File: config.mk
export PLATFORM = sky130hd
export DESIGN_NAME = quad_decoder
export DESIGN_NICKNAME = d
export VERILOG_FILES = /design/src/rtl/quad_pkg.sv /design/src/rtl/debounce.sv /design/src/rtl/quad_decoder.sv
export SDC_FILE = /design/constraint.sdc
export NUM_CORES = 1
export LEC_CHECK = 0
export CORE_MARGIN = 2
export CORE_UTILIZATION = 57
export CTS_CLUSTER_SIZE = 20
export DETAILED_ROUTE_END_ITERATION = 10
export PLACE_DENSITY = 0.8
export SYNTH_ARGS = -nofsm -noshare
export SYNTH_HDL_FRONTEND = slang
export SYNTH_SLANG_ARGS = --single-unit
File: constraint.sdc
create_clock -name clk -period 3.25 [get_ports clk]
set_input_delay 0.8125 -clock clk [delete_from_list [all_inputs] [get_ports clk]]
set_output_delay 0.8125 -clock clk [all_outputs]
set_load 0.005 [all_outputs]
File: src/rtl/quad_pkg.sv
// Shared types and Gray-code step decoding for the quadrature decoder.
package quad_pkg;

    typedef enum logic [1:0] {
        S00 = 2'b00,
        S01 = 2'b01,
        S11 = 2'b11,
        S10 = 2'b10
    } quad_state_t;

    localparam int STEP_FWD = 1;
    localparam int STEP_REV = -1;

    typedef struct packed {
        logic signed [1:0] step;
        logic              illegal;
    } step_t;

    // Position along the forward cycle: S00=0, S01=1, S11=2, S10=3.
    function automatic logic [1:0] pos_of(input quad_state_t s);
        logic [1:0] v;
        v = s;
        return {v[1], v[1] ^ v[0]};
    endfunction

    function automatic step_t step_of(input quad_state_t prev, input quad_state_t next);
        step_t      r;
        logic [1:0] d;
        d         = pos_of(next) - pos_of(prev);
        r.step    = '0;
        r.illegal = 1'b0;
        case (d)
            2'd1:    r.step = 2'(STEP_FWD);
            2'd3:    r.step = 2'(STEP_REV);
            2'd2:    r.illegal = 1'b1;
            default: ;
        endcase
        return r;
    endfunction

endpackage

File: src/rtl/debounce.sv
// Two-flop synchroniser followed by a consecutive-cycle debounce filter for one raw pin.
module debounce #(
    parameter int unsigned DEB_CYCLES = 16
) (
    input  logic clk,
    input  logic rst,
    input  logic raw_i,
    output logic stable_o
);

    localparam int unsigned CW = (DEB_CYCLES > 1) ? $clog2(DEB_CYCLES) : 1;

    logic [1:0]    sync_q;
    logic [CW-1:0] cnt_q;

    always_ff @(posedge clk) begin
        if (rst) begin
            sync_q   <= '0;
            cnt_q    <= '0;
            stable_o <= 1'b0;
        end else begin
            sync_q <= {sync_q[0], raw_i};
            if (sync_q[1] != stable_o) begin
                // The DEB_CYCLES-th consecutive differing cycle commits the new value.
                if (cnt_q == CW'(DEB_CYCLES - 1)) begin
                    stable_o <= sync_q[1];
                    cnt_q    <= '0;
                end else begin
                    cnt_q <= cnt_q + CW'(1);
                end
            end else begin
                cnt_q <= '0;
            end
        end
    end

endmodule

File: src/rtl/quad_decoder.sv
// Quadrature encoder front end: debounced A/B, step decoding, detent division.
// Define QUAD_ERR_COUNT_EN to add the saturating illegal-transition counter err_count_o.
module quad_decoder
    import quad_pkg::*;
#(
    parameter int unsigned DEB_CYCLES = 16,
    parameter int unsigned DETENT_DIV = 4
) (
    input  logic       clk,
    input  logic       rst,
    input  logic       a_i,
    input  logic       b_i,
    output logic       enable_o,
    output logic       dir_o,
    output logic       error_o
`ifdef QUAD_ERR_COUNT_EN
    ,
    output logic [7:0] err_count_o
`endif
);

    localparam int unsigned AW = $clog2(DETENT_DIV) + 2;
    localparam logic signed [AW-1:0] ACC_POS = $signed(AW'(DETENT_DIV));
    localparam logic signed [AW-1:0] ACC_NEG = -$signed(AW'(DETENT_DIV));

    logic                 stable_a;
    logic                 stable_b;
    quad_state_t          stable_ab;
    quad_state_t          state_q;
    logic                 primed_q;
    logic signed [AW-1:0] acc_q;
    logic signed [AW-1:0] acc_sum;
    step_t                st;

    debounce #(
        .DEB_CYCLES(DEB_CYCLES)
    ) u_deb_a (
        .clk     (clk),
        .rst     (rst),
        .raw_i   (a_i),
        .stable_o(stable_a)
    );

    debounce #(
        .DEB_CYCLES(DEB_CYCLES)
    ) u_deb_b (
        .clk     (clk),
        .rst     (rst),
        .raw_i   (b_i),
        .stable_o(stable_b)
    );

    assign stable_ab = quad_state_t'({stable_a, stable_b});

    always_comb begin
        st      = step_of(state_q, stable_ab);
        acc_sum = acc_q + AW'(st.step);
    end

    always_ff @(posedge clk) begin
        if (rst) begin
            state_q     <= S00;
            primed_q    <= 1'b0;
            acc_q       <= '0;
            enable_o    <= 1'b0;
            dir_o       <= 1'b0;
            error_o     <= 1'b0;
`ifdef QUAD_ERR_COUNT_EN
            err_count_o <= '0;
`endif
        end else begin
            enable_o <= 1'b0;
            error_o  <= 1'b0;
            if (stable_ab != state_q) begin
                state_q <= stable_ab;
                // First change after reset only aligns state with the resting position.
                if (!primed_q) begin
                    primed_q <= 1'b1;
                end else if (st.illegal) begin
                    error_o <= 1'b1;
`ifdef QUAD_ERR_COUNT_EN
                    if (err_count_o != 8'hFF) err_count_o <= err_count_o + 8'd1;
`endif
                end else if (acc_sum == ACC_POS) begin
                    enable_o <= 1'b1;
                    dir_o    <= 1'b1;
                    acc_q    <= '0;
                end else if (acc_sum == ACC_NEG) begin
                    enable_o <= 1'b1;
                    dir_o    <= 1'b0;
                    acc_q    <= '0;
                end else begin
                    acc_q <= acc_sum;
                end
            end
        end
    end

endmodule

==> impl_summary.txt, run 1 <==
----------------------------------------------------
[Critical path]
  Arr. time, crit path ... 3290 ps
  Required time worst endpoint ... 3490 ps
  CP Capture Type ... flop
  Crit path launch type ... flop
  Count of cells along the worst register-to-register path ... 9
  Critical Setup Path Class ... flop to flop
  Top fanout value on the critical path ... 13

[Synthesis]
  Number of warnings reported in the yosys synthesis log ... 0
  Proportion of synthesized chip area in sequential cells ... 0.402
  Synth Net Count ... 140
  Cell taking the most area after synthesis ... dfxtp_1
  Number of flip-flops and latches in the synthesized netlist ... 24
  Ys async rst share ... 0
  Area fraction of the dominant cell type after synthesis ... 0.402
  Post-synth EDFFs ... 0
  Mean post-synth cell area ... 9.13 um2
  Number of cells produced by synthesis ... 131
  Dominant register cell in the synthesized netlist ... dfxtp_1
  Netlist cell types ... 36
  Most frequent cell after synthesis ... dfxtp_1
  Dominant cells by area after synthesis ... dfxtp_1, nor2_1, ha_1
  Post-synthesis cell area ... about 1200 um2
  Top cell types by occurrence after synthesis ... dfxtp_1, nor2_1, nor2b_1

[Clock tree]
  Deepest level of the CTS H-tree ... 1
  Register clock-pin slew on the reported worst setup and hold paths ... 130 ps
  Post-CTS Setup Inserts ... 0
  Clk Latency, worst-skew pair ... 310 ps
  Clock tree root buffer cell ... clkbuf_4
  Number of buffers added by the clock tree synthesis step ... 3
  Sinks on Clock Net ... 24
  TritonCTS clock tree ... yes
  Hold buffer count at cts ... 0
  CTS resizes ... 0
  Maximum clock path buffer count ... 2

[Detailed routing]
  Remaining design rule violation count ... 0
  Average routed wire per standard cell ... around 13 um
  1st-iter DRT viols ... 14
  Post-route antenna net violation count ... 0
  Number of vias in the routed layout ... 905
  DR vias/cell ... 5.59
  Total wire length ... 2060 um
  Pre-Repair DR Iteration Count ... 4

[Hold path]
  Worst Hold Depth ... 1
  Type of the worst min-delay path ... flop to flop

[Run]
  Max-Cap Viols ... 0

[Finish]
  Number of diodes added for antenna fixing ... 0
  Fraction of layout instances using a drive strength above 1 ... 0.0519
  Total area of sequential cells ... 480 um2
  Synth-to-layout area growth ... 8.26%
  Final nets ... between 100 and 150
  Combined area of the multi-input logic cells ... between 600 and 700 um2
  Number of filler instances in the final layout ... 175

[STA]
  Relative slew slack ... 0.532
  RSZ-0062 raised after global routing ... no
  Worst Tran Pin Value ... between 700 and 800 ps
  Count of pins over their slew limit ... 0
  Final-report setup violation count ... 0
  Fmax ... 0.328 GHz
  Hold Vio Cnt, Final ... 0
  Final TNS setup ... 0 ps
  Worst hold margin ... around 460 ps
  Final worst path period share ... 0.937
  Final critical-path required period ... roughly 3000 ps
  Clock tree skew after final layout ... 4.22 ps

[Die]
  Die W ... between 40 and 50 um
  Die Height ... 49.8 um
  Initial core utilization ... 0.610
  Core region area ... 1960 um2
  I/O pin count ... 7
  Count of standard-cell rows ... 16
  Die footprint ... approximately 2500 um2

[Power]
  LEAKAGE ... ~0.5 nW
  Net switching share of the total power ... 0.197
  Combinational fraction of design power ... 0.024
  Internal power ... 371 uW
  Power density over cell area ... 357 nW/um2
  Fraction of power consumed by sequential logic ... 0.646
  Largest voltage drop on the vdd net ... about 0.00023 V
  Share of total power in the clock network ... 0.330
  Power dissipated by switching net loads ... 91.0 uW
  Overall power after layout ... about 460 uW

[Global routing]
  Number of antenna violations at the first check in global routing ... 0
  Wire length of the first global-routing pass ... 3640 um
  Final global-route overflow total ... 0
  Number of global-route vias before repair ... between 900 and 1,000
  Combined global-route utilization of all metal layers ... 0.186
  Pin count of the biggest net entering global routing ... 20

[Run status]
  Outcome ... finished, final reports clean

[Placement]
  # port buffers ... 6
  HPWL after detailed placement ... ~1500 um
  Routability cong. ... 0.840

----------------------------------------------------
## placed cells by master (no fill, tap or decap), types with 2 or more instances in the layout
cell type	count
a31oi_1	2
nor2b_1	8
nor2_1	20
o2111ai_1	2
nand2_1	2
xnor2_1	7
ha_1	5
buf_4	2
o21ai_0	4
nor3_1	3
clkbuf_4	3
and3_1	4
a22oi_1	2
nand3_1	3
clkdlybuf4s50_1	6
dfxtp_1	24
o21a_1	2
a21oi_1	3
xor2_1	6
mux2i_1	3
inv_1	6
or3_1	4
## power by group through the flow
stage	Sequential (mW)	Combinational [mW]	Clock (mW)
after floorplan	0.305	0.00682	0
after global placement	0.305	0.0107	0
after detailed placement	0.305	0.0111	0
after CTS	0.299	0.0112	0.156
after global routing	0.299	0.0126	0.166
final	0.299	0.0109	0.153
## final cells by class
| type | count | area share |
|---|---|---|
| inverters | 6 | 0.0174 |
| clock buffers | 4 | 0.0280 |
| multi-input cells | 93 | 0.500 |
| flip-flops and latches | 24 | 0.371 |
| repair buffers | 8 | 0.0580 |
| well taps | 27 | 0.0261 |
## flip-flops by register name, summed over array words and instances, names as in the netlist
signal and flops:
acc_q 4, dir_o 1, enable_o 1, error_o 1, primed_q 1, state_q 2
u_deb_a.cnt_q 4, u_deb_a.stable_o 1, u_deb_a.sync_q 2, u_deb_b.cnt_q 4, u_deb_b.stable_o 1, u_deb_b.sync_q 2
## cells by family (layout without fill, tap and decap cells)
group | count (synthesis) | count (layout) | synth area share
AOI/OAI and AO/OA | 25 | 25 | 0.159
xor gates and xnor gates | 14 | 14 | 0.114
adders and majority gates | 5 | 5 | 0.0523
buffers and inverters | 14 | 18 | 0.0575
DFF | 24 | 24 | 0.402
muxes | 3 | 3 | 0.0251
and+or+nand+nor | 46 | 46 | 0.190
## per-layer routing
layer / vias to the layer above / global-route usage / part of all wire
met1: 425 / 0.215 / 0.46
li1: 462 / - / -
met3: 6 / 0.0364 / 0.018
met5: - / 0 / 0
met2: 12 / 0.318 / 0.50
met4: 0 / 0.102 / 0.022
## critical path: stages (launching register included)
cell      delay (ps)
dfxtp_1          510
xnor2_1          120
ha_1             540
nor2_1           180
ha_1             420
o21ai_0          150
and3_1           210
a2111o_1         420
or3_1            330
a21oi_2          110
## through the flow
| stage | setup slack, ps | area [um2] | utilization | instances |
|---|---|---|---|---|
| 6_report | 205 | 1290 | 0.660 | 162 |
| 5_1_grt | 10.6 | 1290 | 0.660 | 162 |
| 4_1_cts | 240 | 1290 | 0.660 | 162 |
| 3_5_place_dp | 269 | 1260 | 0.642 | 158 |
| 3_3_place_gp | 421 | 1260 | 0.642 | 158 |
| 2_1_floorplan | 434 | 1200 | - | 131 |
## final timing paths
path / start / to / slack (ps)
setup reg to reg: u_deb_a.stable_o / acc_q[3] / 200
setup / recovery: u_deb_a.stable_o / acc_q[3] / 200
hold reg to reg: u_deb_b.sync_q[0] / u_deb_b.sync_q[1] / 460
hold / removal: u_deb_b.sync_q[0] / u_deb_b.sync_q[1] / 460
(Power assumes the default switching activity.)
==> run 2, diff against run 1 <==
CELL_PAD_IN_SITES_DETAIL_PLACEMENT = 1   (was default)
CELL_PAD_IN_SITES_GLOBAL_PLACEMENT = 1   (was default)
CORE_UTILIZATION = 44   (was 57)
GPL_TIMING_DRIVEN = 1   (was default)
PLACE_DENSITY = 0.79   (was 0.8)
==> run 2 against run 1 <==
  * Global-route usage is 0.91 points higher
  * Clock power grew 7%
  * Die area increased by 27%
  * First-iteration DRC count is 50% lower
  * Non-clock buffer count increased by 2
  * Cell count up 3.1%
  * Highest routed layer unchanged
  * Flip-flop and latch count stayed put
  * Clock skew fell by 0.90 ps
  * Register-to-register slack better by 30 ps
==> impl_summary.txt, run 2 (synthesized netlist as in run 1, its figures left out) <==
----------------------------------------------------
[Run status]
  Outcome ... finished, final reports clean

[Critical path]
  Crit path launch ... u_deb_b.stable_o
  Arr. time, crit path ... 3280 ps (about the same)
  Critical Setup Path Class ... flop to flop
  Required time worst endpoint ... 3520 ps (+30 ps)
  Largest stage delay on the critical path ... 530 ps (about the same)
  Top fanout value on the critical path ... 13 (unchanged)
  Number of buffer and inverter stages on the critical path ... 0 (unchanged)
  Crit-path most repeated cell ... ha_1
  Crit path launch type ... flop
  R2R Path Start ... u_deb_b.stable_o
  Gate family responsible for the most delay along the worst path ... adder cells
  Number of logic stages on the critical path including buffering ... 9 (unchanged)
  Crit path cell chain ... xnor2_1 -> ha_1 -> nor2_1 -> ha_1 -> o21ai_0 -> and3_1 -> a2111o_1 -> or3_1 -> a21oi_2
  Count of cells along the worst register-to-register path ... 9 (unchanged)
  Worst-path cell with the longest stage delay ... ha_1
  CP Capture Type ... flop

[Power]
  Power dissipated by switching net loads ... 103 uW (+13%)
  Net switching share of the total power ... 0.216 (+0.0194)
  LEAKAGE ... 0.510 nW (+2.1%)
  Power density over cell area ... 362 nW/um2 (+1.3%)
  Combinational fraction of design power ... 0.026 (+0.002)
  Internal power ... 372 uW (+0.31%)
  Largest voltage drop on the vdd net ... 0.000284 V (+25%)
  Share of total power in the clock network ... 0.345 (+0.015)
  Overall power after layout ... 475 uW (+2.8%)
  Fraction of power consumed by sequential logic ... 0.629 (-0.017)

[Hold path]
  Worst min-delay path startpoint ... u_deb_b.sync_q[0]
  Type of the worst min-delay path ... flop to flop
  Worst Hold Depth ... 1 (unchanged)

[Detailed routing]
  1st-iter DRT viols ... 7 (-7)
  Remaining design rule violation count ... 0 (unchanged)
  Average routed wire per standard cell ... 15.9 um (+26%)
  DR vias/cell ... 5.62 (+0.54%)
  Pre-Repair DR Iteration Count ... 4 (unchanged)
  Total wire length ... 2660 um (+29%)
  Post-route antenna net violation count ... 0 (unchanged)
  Number of vias in the routed layout ... 938 (+3.6%)

[Run]
  Max-Cap Viols ... 0 (unchanged)

[Clock tree]
  Post-CTS Setup Inserts ... 0 (unchanged)
  Maximum clock path buffer count ... 2 (unchanged)
  Register clock-pin slew on the reported worst setup and hold paths ... 140 ps (about the same)
  Clock tree root buffer cell ... clkbuf_4
  TritonCTS clock tree ... yes
  CTS resizes ... 0 (unchanged)
  Hold buffer count at cts ... 0 (unchanged)
  Deepest level of the CTS H-tree ... 1 (unchanged)
  Clk Latency, worst-skew pair ... 320 ps (about the same)
  Number of buffers added by the clock tree synthesis step ... 3 (unchanged)
  Sinks on Clock Net ... 24 (unchanged)

[Placement]
  HPWL after detailed placement ... 1970 um (+32%)
  Routability cong. ... 0.846 (+0.65%)
  # port buffers ... 6 (unchanged)
  Total placed cells including tap cells ... 163 (+3.2%)

[Die]
  Die Height ... 56.1 um (+13%)
  Die footprint ... 3150 um2 (+27%)
  I/O pin count ... 7 (unchanged)
  Core region area ... 2520 um2 (+29%)
  Initial core utilization ... 0.474 (-0.135)
  Die W ... 56.1 um (+13%)
  Count of standard-cell rows ... 18 (+2)

[Finish]
  Number of diodes added for antenna fixing ... 0 (unchanged)
  Leading cell type in the layout, fill and taps excluded ... dfxtp_1
  Final nets ... 147 (+1.4%)
  Largest registers ... acc_q x4, u_deb_a.cnt_q x4, u_deb_b.cnt_q x4
  Post-layout instance count excluding filler cells ... 167 (+3.1%)
  Fraction of layout instances using a drive strength above 1 ... 0.0657 (+0.0138)
  Synth-to-layout area growth ... 9.83%
  Commonest cells after routing, fill and taps aside ... dfxtp_1, nor2_1, nor2b_1

[STA]
  Count of pins over their slew limit ... 0 (unchanged)
  Final critical-path required period ... 3020 ps (-28.2 ps)
  Hold Vio Cnt, Final ... 0 (unchanged)
  RSZ-0062 raised after global routing ... no
  Fmax ... 0.331 GHz (+0.93%)
  Relative slew slack ... 0.512 (-0.0203)
  Worst Tran Pin Value ... 732 ps (+30.5 ps)
  Clock tree skew after final layout ... 3.32 ps (-0.897 ps)
  Final worst path period share ... 0.928 (-0.00868)
  Final-report setup violation count ... 0 (unchanged)
  Final TNS setup ... 0 ps (unchanged)

[Global routing]
  Combined global-route utilization of all metal layers ... 0.195 (+0.00908)
  Number of global-route vias before repair ... 985 (+9.0%)
  Pin count of the biggest net entering global routing ... 15 (-25%)
  Final global-route overflow total ... 0 (unchanged)
  Number of antenna violations at the first check in global routing ... 0 (unchanged)
  Wire length of the first global-routing pass ... 4800 um (+32%)

----------------------------------------------------
==> run 2: worst reg2reg max path, delay by kind of cell, from the launching register on <==
family                   cells  cell delay, ps
XOR/XNOR                     1             120
flip-flops                   1             460
adder cells (fa/ha/maj)      2             950
AND/OR/NAND/NOR              3             730
AO/OA/AOI/OAI                3             690
==> run 2: metrics by stage <==
stage                      util  instance area (um2)  hold slack, ps  worst slack (ps)
final                     0.521                 1310             462               233
after global routing      0.521                 1310             482              2.41
after CTS                 0.521                 1310             469               259
after detailed placement  0.506                 1280             436               279
after global placement    0.506                 1280             418               419
after floorplan               -                 1200             414               434
==> run 2: power groups by stage <==
stage	clock [mW]	sequential (mW)	combinational, mW
final	0.164	0.299	0.0125
after global routing	0.176	0.299	0.0140
after CTS	0.168	0.299	0.0128
after detailed placement	0	0.305	0.0127
after global placement	0	0.305	0.0120
after floorplan	0	0.305	0.00682
==> run 2: layer usage <==
metal  global-route usage  vias up  routed length (um)
met4                0.105        0                  90
met5                    0        -                   0
met2                0.336       12                1340
met1                0.221      449                1170
li1                     -      468                   -
met3               0.0419        9                  61
==> run 2: final cells by class <==
cell class	count	area (um2)
fillers	297	1210
multi-input cells	93	647
flip-flops and latches	24	480
repair buffers	10	90.1
well taps	30	37.5
clock buffers	4	36.3
inverters	6	22.5
==> run 2: worst paths after layout <==
kind	to	slack (ps)
max	acc_q[3]	230
min	u_deb_b.sync_q[1]	460
min reg2reg	u_deb_b.sync_q[1]	460
max reg2reg	acc_q[3]	230
